===== src/rtl/xmii_elastic_buffer_pkg.sv =====
// Shared definitions for the xMII elastic buffer: read FSM encodings,
// write-request kinds and the stored entry layout.
package xmii_elastic_buffer_pkg;

   localparam logic [0:0] RD_IDLE  = 1'b0;
   localparam logic [0:0] RD_FRAME = 1'b1;

   typedef enum logic [1:0] {
      WR_NONE,
      WR_DATA,
      WR_MARK
   } wr_req_t;

   // Entry = {eof, er, d[width-1:0]}
   function automatic int entry_width(input int width);
      return width + 2;
   endfunction

endpackage


===== src/rtl/xmii_elastic_mem.sv =====
// Entry storage for the elastic buffer: one write port, one asynchronous read
// port, and an er-bit force used to flag a frame truncated by overflow.
module xmii_elastic_mem
   import xmii_elastic_buffer_pkg::*;
#(
   parameter int WIDTH = 4,
   parameter int DEPTH = 8
) (
   input  logic                             clk,
   input  logic                             wr_en,
   input  logic [$clog2(DEPTH)-1:0]         wr_addr,
   input  logic [entry_width(WIDTH)-1:0]    wr_data,
   input  logic [$clog2(DEPTH)-1:0]         rd_addr,
   output logic [entry_width(WIDTH)-1:0]    rd_data,
   input  logic                             er_force,
   input  logic [$clog2(DEPTH)-1:0]         er_addr
);

   logic [entry_width(WIDTH)-1:0] mem [DEPTH];

   // NOTE: the array has no reset; the level counter gates every read, so
   // stale contents are never observed. Sequential state uses <= so all
   // registers sample the pre-edge values.
   always_ff @(posedge clk) begin
      if (er_force) mem[er_addr][WIDTH] <= 1'b1;
      if (wr_en)    mem[wr_addr]        <= wr_data;
   end

   assign rd_data = mem[rd_addr];

endmodule


===== src/rtl/xmii_elastic_buffer.sv =====
// Pointer-based elastic buffer repeating MII/GMII frames between two clock-enable
// domains; stores frame data plus one end marker, re-centring on WATERMARK between frames.
module xmii_elastic_buffer
   import xmii_elastic_buffer_pkg::*;
#(
   parameter int WIDTH     = 4,
   parameter int DEPTH     = 8,
   parameter int WATERMARK = DEPTH / 2
) (
   input  logic                     clk,
   input  logic                     rst,
   input  logic                     tx_ce,
   input  logic                     tx_en,
   input  logic                     tx_er,
   input  logic [WIDTH-1:0]         txd,
   input  logic                     rx_ce,
   output logic                     rx_dv,
   output logic                     rx_er,
   output logic [WIDTH-1:0]         rxd,
   output logic [$clog2(DEPTH):0]   level,
   output logic                     overflow,
   output logic                     underflow
);

   localparam int            AW    = $clog2(DEPTH);
   localparam int            EW    = entry_width(WIDTH);
   localparam logic [AW:0]   FULL  = (AW+1)'(DEPTH);
   localparam logic [AW:0]   WMARK = (AW+1)'(WATERMARK);

   logic [AW-1:0]    wr_ptr, rd_ptr;
   logic [0:0]       rd_state, nxt_state;
   logic             in_frame, has_data, dropping, pend_mark;
   logic [EW-1:0]    head, wr_data;
   logic             head_valid, head_eof;
   logic             pop, push, room, data_reject, er_force, under_evt;
   logic             nxt_dv, nxt_er;
   logic [WIDTH-1:0] nxt_d;
   wr_req_t          wr_req;

   assign head_valid = (level != '0);
   assign head_eof   = head[EW-1];

   // NOTE: every always_comb output gets a default first so no path infers a latch.
   always_comb begin
      pop       = 1'b0;
      under_evt = 1'b0;
      nxt_state = rd_state;
      nxt_dv    = 1'b0;
      nxt_er    = 1'b0;
      nxt_d     = '0;
      if (rx_ce) begin
         if (rd_state == RD_IDLE) begin
            if (head_valid && head_eof) begin
               pop = 1'b1;
            end else if (head_valid && level >= WMARK) begin
               pop       = 1'b1;
               nxt_dv    = 1'b1;
               nxt_er    = head[WIDTH];
               nxt_d     = head[WIDTH-1:0];
               nxt_state = RD_FRAME;
            end
         end else if (!head_valid) begin
            nxt_dv    = 1'b1;
            nxt_er    = 1'b1;
            under_evt = 1'b1;
         end else if (head_eof) begin
            pop       = 1'b1;
            nxt_state = RD_IDLE;
         end else begin
            pop    = 1'b1;
            nxt_dv = 1'b1;
            nxt_er = head[WIDTH];
            nxt_d  = head[WIDTH-1:0];
         end
      end
   end

   // A pending marker outranks new data; a frame that stored nothing gets no marker.
   always_comb begin
      wr_req = WR_NONE;
      if (pend_mark || (tx_ce && !tx_en && in_frame && has_data))
         wr_req = WR_MARK;
      else if (tx_ce && tx_en && !dropping)
         wr_req = WR_DATA;
   end

   assign room        = (level != FULL) || pop;
   assign push        = (wr_req != WR_NONE) && room;
   assign data_reject = tx_ce && tx_en && !dropping && !((wr_req == WR_DATA) && room);
   assign er_force    = data_reject && has_data;
   assign wr_data     = (wr_req == WR_MARK) ? {1'b1, 1'b0, {WIDTH{1'b0}}}
                                            : {1'b0, tx_er, txd};

   xmii_elastic_mem #(
      .WIDTH (WIDTH),
      .DEPTH (DEPTH)
   ) u_mem (
      .clk      (clk),
      .wr_en    (push && !rst),
      .wr_addr  (wr_ptr),
      .wr_data  (wr_data),
      .rd_addr  (rd_ptr),
      .rd_data  (head),
      .er_force (er_force && !rst),
      .er_addr  (wr_ptr - AW'(1))
   );

   always_ff @(posedge clk) begin
      if (rst) begin
         wr_ptr    <= '0;
         rd_ptr    <= '0;
         level     <= '0;
         rd_state  <= RD_IDLE;
         in_frame  <= 1'b0;
         has_data  <= 1'b0;
         dropping  <= 1'b0;
         pend_mark <= 1'b0;
         rx_dv     <= 1'b0;
         rx_er     <= 1'b0;
         rxd       <= '0;
         overflow  <= 1'b0;
         underflow <= 1'b0;
      end else begin
         if (push) wr_ptr <= wr_ptr + AW'(1);
         if (pop)  rd_ptr <= rd_ptr + AW'(1);
         level <= level + (AW+1)'(push) - (AW+1)'(pop);
         if (wr_req == WR_MARK) pend_mark <= !room;
         if (tx_ce) begin
            if (tx_en) begin
               in_frame <= 1'b1;
               if ((wr_req == WR_DATA) && room) has_data <= 1'b1;
               if (data_reject) dropping <= 1'b1;
            end else begin
               in_frame <= 1'b0;
               has_data <= 1'b0;
               dropping <= 1'b0;
            end
         end
         rd_state  <= nxt_state;
         overflow  <= data_reject;
         underflow <= under_evt;
         if (rx_ce) begin
            rx_dv <= nxt_dv;
            rx_er <= nxt_er;
            rxd   <= nxt_d;
         end
      end
   end

endmodule


===== config.mk =====
export PLATFORM = sky130hd
export DESIGN_NAME = xmii_elastic_buffer
export DESIGN_NICKNAME = d
export VERILOG_FILES = /design/src/rtl/xmii_elastic_buffer_pkg.sv /design/src/rtl/xmii_elastic_mem.sv /design/src/rtl/xmii_elastic_buffer.sv
export SDC_FILE = /design/constraint.sdc
export NUM_CORES = 1
export LEC_CHECK = 0
export BUFFER_PORTS_ARGS = -buffer_cell sky130_fd_sc_hd__buf_2
export CORE_MARGIN = 8
export CORE_UTILIZATION = 30
export DETAILED_ROUTE_END_ITERATION = 8
export GPL_TIMING_DRIVEN = 0
export PLACE_DENSITY = 0.5
export SLEW_MARGIN = 20
export SYNTH_ARGS = -nofsm -noshare
export SYNTH_HDL_FRONTEND = slang
export SYNTH_SLANG_ARGS = --single-unit

===== constraint.sdc =====
create_clock -name clk -period 2.8 [get_ports clk]
set_input_delay 0.14 -clock clk [delete_from_list [all_inputs] [get_ports clk]]
set_output_delay 0.14 -clock clk [all_outputs]
set_load 0.03 [all_outputs]

## Word-level counts from Yosys, hierarchy flattened

Memories as Yosys holds them, arrays and structs flattened. A register that Yosys moved wholly into a read port is not among the register bits.
Cells that the tools add are included.

| storage, ports and cells | value |
|---|---|
| bits in registers | 22 |
| bits in writable memories | 48 |
| output and inout port bits | 12 |
| memories | 1 |

| cells by class | value |
|---|---|
| $add $sub $neg | 5 |
| $lt $le $gt $ge | 1 |
| eq/ne operators | 5 |
| mux-type cells | 34 |
| bitwise gates (word level) | 2 |
| reductions and logical operators | 25 |

Memory list:

| memory | depth | width | read ports | clocked after memory_dff | write ports | line | text |
|---|---|---|---|---|---|---|---|
| u_mem.mem | 8 | 6 | 1 | 1 | 2 | xmii_elastic_mem.sv:19 | `logic [entry_width(WIDTH)-1:0] mem [DEPTH];` |

Operator list:

| kind | number |
|---|---|
| $mux W1 | 25 |
| $mux W4 | 5 |
| $logic_and A1 B1 Y1 | 13 |
| $add A3 B1 Y3 const B | 2 |
| $mux W3 | 2 |
| $mux W6 | 1 |
| $logic_not A1 Y1 | 5 |
| $add A4 B1 Y4 | 1 |
| $ge A4 B3 Y1 const B | 1 |
| $ne A2 B1 Y1 const B | 2 |
| $ne A4 B4 Y1 const B | 1 |
| $reduce_and A2 Y1 | 2 |
| $reduce_bool A4 Y1 | 1 |
| $sub A4 B1 Y4 | 1 |
| $reduce_or A3 Y1 | 1 |
| $sub A3 B1 Y3 const B | 1 |
| $eq A2 B1 Y1 const B | 1 |
| $eq A2 B2 Y1 const B | 1 |
| $logic_or A1 B1 Y1 | 2 |
| $mux W2 | 1 |
| $not A1 Y1 | 2 |
| $reduce_bool A2 Y1 | 1 |

## Longest topological paths before layout

| logic depth | value |
|---|---|
| word-level depth | 14 |
| gate-level depth with buffers | 14 |
| mapped depth without buffers | 13 |

## By module

Synthesis repeated with hierarchy kept, for this count alone.

| unflattened totals | value |
|---|---|
| cells, all modules | 229 |
| area, all modules | 3,161.8 sq um |

By module, submodules not included:

| module | times used | cells each | area an instance (sq um) | sequential area each (sq um) |
|---|---|---|---|---|
| xmii_elastic_mem | 1 | 109 | 2,000.7 | 1,361.3 |
| xmii_elastic_buffer | 1 | 120 | 1,161.1 | 440.4 |

## Worst setup path before layout

OpenSTA, ideal clock, no wires.

| timing | value |
|---|---|
| path kind | reg2reg |
| start point | register level[2] |
| end point | register level[2] |
| setup time | 128 ps |
| arrival | 2,647 ps |
| required time | 2,672 ps |
| slack | 26 ps |
| cell stages (with the launch flop) | 15 |
| path buffers | 1 |
| cell sequence | dfxtp_1 > inv_1 > ha_1 > nor3b_1 > a31oi_1 > and4_4 > buf_6 > o21ai_2 > ha_1 > inv_1 > ha_1 > inv_1 > fa_1 > xor2_1 > nor2_1 |

| between the ends | value |
|---|---|
| cells in the longest elaborated chain, start to end | 10 |
| elaborated cells between the ends (all ways) | 14 |
| those cells by class | add/sub (2); order compare (1); eq/ne (1); mux (5); reduce/logical (5) |

RTL lines:

| item | line | text |
|---|---|---|
| from (decl) | xmii_elastic_buffer.sv:20 | `output logic [$clog2(DEPTH):0] level,` |
| from (signal assigned) | xmii_elastic_buffer.sv:126 | `level <= level + (AW+1)'(push) - (AW+1)'(pop);` |
| $ge A4 B3 Y1 / $reduce_bool A4 Y1 (equally long branches) | xmii_elastic_buffer.sv:55, xmii_elastic_buffer.sv:40 |  |
| $logic_and A1 B1 Y1 | xmii_elastic_buffer.sv:55 | `end else if (head_valid && level >= WMARK) begin` |
| $mux W1 | xmii_elastic_buffer.sv:55 |  |
| $mux W1 | xmii_elastic_buffer.sv:53 | `if (head_valid && head_eof) begin` |
| $mux W1 | xmii_elastic_buffer.sv:52 | `if (rd_state == RD_IDLE) begin` |
| $mux W1 | xmii_elastic_buffer.sv:51 | `if (rx_ce) begin` |
| $logic_or A1 B1 Y1 | xmii_elastic_buffer.sv:87 | `assign room = (level != FULL) \|\| pop;` |
| $logic_and A1 B1 Y1 | xmii_elastic_buffer.sv:88 | `assign push = (wr_req != WR_NONE) && room;` |
| $add A4 B1 Y4 | xmii_elastic_buffer.sv:126 |  |
| $sub A4 B1 Y4 * | xmii_elastic_buffer.sv:126 |  |

Every way passes the cells marked *; elsewhere a longest branch is shown, timed or not.
A chain may end at the register's enable or synchronous reset.

## Worst setup path in the final report

Same ends and word-level chain as after synthesis.

==> results.cfg <==
[sta]
drv_slew = 0
finalCritPeriodShare_pct = 92.9
max_freq_mhz = 384
setup_tns_ps = 0
slew_headroom_pct = 50.7
finClkSkew_ps = 15.1
hold_viol = 0
setup_viol = 0
tightest_slew_ps = 737
period_needed_ps = 2600

[placement]
dp_hpwl_um = 4780
dpl.cell_count = 403
port_buffers = 21
gp_congestion = 0.721

[floorplanning]
start_util_pct = 30.2
rows = 38
dieArea_mm2 = 0.0144
core-area_mm2 = 0.0107
die_h_um = 120
die_w_um = 120
io_pins = 22

[layout]
diodes = 0
syn_to_final_growth_pct = 17.0
multi_input_area_mm2 = 0.00133
layoutNonFillerInstCount = 421
finish.utilization_pct = 35.4
fill_cells = 1048
layout-drive-gt1-share_pct = 28.1
seq_area_mm2 = 0.00186
fin_nets = 297

[clocking]
root_buffer = clkbuf_8
ctsHtreeMaxLevel = 3
clockBufferDepth = 2
numCtsBuffers = 9
cts.sinks = 73
cts_tree = built
clk_pin_slew_ps = 80
clkLatencyLatePin_ps = 350
ctsHoldBuffers = 0

[worst_setup_path]
critPathKind = reg2reg
start_kind = register
cp.required_ps = 3020
critPathSlowestCell = fa_1
r2r-end = level[2]
crit_fanout = 7
reg2reg_from = level[2]
cpPeakStageDelay_ps = 370
end_kind = register
worstPathArrival_ps = 2820
reg2reg_depth = 14
r2r_slack_ps = 200
crit_chain = inv_2 > ha_1 > nor3b_4 > a31oi_2 > and4_4 > buf_6 > o21ai_4 > ha_2 > inv_1 > ha_1 > inv_1 > fa_1 > xor2_1 > nor2_1

[pwr]
seqPwrFrac_pct = 42.0
p_per_area_mw_per_mm2 = 849
p_int_mw = 2.09
p_sw_mw = 1.12
ir_drop_mv = 0.329
combinationalPowerShare_pct = 33.7
switching_share_pct = 34.9
power.leakage_nw = 1.35
clockPowerShare_pct = 24.3

[min_path]
min_from = tx_en
hold_class = in2reg
whs_path_depth = 3
holdPathEnd = in_frame

[grt]
grt_usage_pct = 9.96
grt_pass1_wl_um = 11000
overflow = 0
antenna_found_initial = 0
grt_pass1_vias = 2056
grt_max_degree = 16

[drt]
route.detailed.drc = 0
wirelength_um = 6820
via_per_inst = 4.71
wl_per_cell_um = 16.2
drt.antenna.violating_nets = 0
dr.pass1.iters = 4
num_vias = 1985
drtIter0Drc = 64

[yosys]
avgSynthCellArea_um2 = 13.4
synth_edf_count = 40
yosysWarningCount = 0
synth_ff_type = edfxtp_1
netlist_instances = 242
synth_area_mm2 = 0.00323
seq_area_frac_synth_pct = 57.6
synth.distinct_cells = 47
ys_ff_latch = 73
syn-num-nets = 263
postSynth.asyncResetShare_pct = 0

[job]
cap_violations = 0

[run_status]
status = complete, no violations
[cells in the final DEF, fill, tap and decap left out, types with 4 or more instances in the layout]
master    instances
ha_1              9
nor2b_1           5
a41oi_1           6
dfxtp_1          31
inv_1            12
clkbuf_1          4
nor2_1           26
buf_2            22
xnor2_1           5
nor3_1            5
mux4_2           10
a21oi_1           6
edfxtp_1         40
mux2i_1          13
clkbuf_8          9
and2_1            6
nand2_1           9
a22oi_1           5
mux2_2            5
[power by group through the flow]
| stage | combinational (mW) | clock, mW | sequential [mW] |
|---|---|---|---|
| floorplan | 0.706 | 0 | 1.43 |
| global placement | 1.01 | 0 | 1.36 |
| detailed placement | 1.02 | 0 | 1.36 |
| CTS | 1.03 | 0.797 | 1.34 |
| global route | 1.21 | 0.848 | 1.37 |
| finish | 1.08 | 0.780 | 1.35 |
[flip-flops by register name (all words and copies together) (netlist names), 3 cells and up, named ones only]
register	cells
level	4
rxd	4
u_mem.mem	48
wr_ptr	3
rd_ptr	3
[per-stage QoR]
| step | cell area [um2] | setup slack, ps | hold slack, ps | total power [mW] |
|---|---|---|---|---|
| after floorplan | 3230 | 25.7 | 287 | 2.14 |
| after global placement | 3510 | -301 | 426 | 2.37 |
| after detailed placement | 3510 | -343 | 438 | 2.38 |
| after CTS | 3710 | 46.2 | 74.6 | 3.16 |
| after global routing | 3780 | -4.13 | 100 | 3.43 |
| final | 3780 | 199 | 71.7 | 3.21 |
[critical path, delay by kind of cell, from the launching register on]
kind	cells	cell delay (ps)
AND/OR/NAND/NOR	3	450
buffers and inverters	4	310
AO/OA/AOI/OAI	2	230
adder cells (fa/ha/maj)	4	980
XOR/XNOR	1	140
flip-flops	1	340
[final cells by class]
| type | count | share of cell area [%] |
|---|---|---|
| Clock buffer | 9 | 3.27 |
| Buffer | 9 | 1.62 |
| Clock inverter | 7 | 1.62 |
| Multi-Input combinational cell | 147 | 35.1 |
| Sequential cell | 73 | 49.3 |
| Tap cell | 140 | 4.63 |
| Inverter | 13 | 1.29 |
| Timing Repair Buffer | 23 | 3.17 |
[per-layer routing]
| metal | global-route usage (%) | vias up | routed length [um] |
|---|---|---|---|
| met2 | 15.5 | 26 | 3140 |
| met1 | 12.6 | 975 | 3330 |
| li1 | - | 973 | - |
| met4 | 5.15 | 0 | 147 |
| met5 | 0 | - | 0 |
| met3 | 2.49 | 11 | 199 |
[repair_timing]
action,in CTS,in global routing
gates cloned,0,0
resized for setup,2,13
endpoints found under the setup margin,3,3
pin swaps,0,1
buffers inserted,0,2
[how the worst max path moves through the flow]
stage | startpoint | end | slack [ps] | depth (start not counted)
floorplan | level[2] | level[2] | 30 | 14
global placement | tx_ce | level[2] | -300 | 12
detailed placement | tx_ce | level[3] | -340 | 12
CTS | register | level[3] | 50 | 13
global route | level[2] | level[2] | -4 | 14
finish | level[2] | level[2] | 200 | 14
[Yosys cell counts (2+ instances only)]
master    count  area share, %
a21oi_1       6           0.93
a41oi_1       6            1.6
nor2b_1       5           0.97
inv_1        13            1.5
a31oi_1       3           0.58
mux2_2        5            1.7
mux2i_1      13            4.0
and3_1        2           0.39
xnor2_1       5            1.4
dfxtp_1      33             20
ha_1         10            3.9
edfxtp_1     40             37
nor3b_1       3           0.70
clkbuf_1      4           0.46
nor3_1        5           0.77
mux4_2       10            7.0
buf_2         2           0.31
nor2_1       26            3.0
and2_1        6            1.2
a22oi_1       5            1.2
nand2_1       9            1.0
nand3_1       4           0.62
xor2_1        2           0.54
buf_6         2           0.70
[logic make-up (layout without fill, tap and decap cells)]
logic type | after synthesis | count (layout) | share of synthesized area (%)
flip-flops | 73 | 73 | 57.6
AND/OR/NAND/NOR | 70 | 70 | 11.9
AO/OA/AOI/OAI | 30 | 30 | 7.74
multiplexers | 29 | 29 | 13.2
buffers and inverters | 22 | 61 | 3.21
adder cells (fa/ha/maj) | 11 | 11 | 4.49
XOR/XNOR | 7 | 7 | 1.90
(Power assumes the default switching activity.)
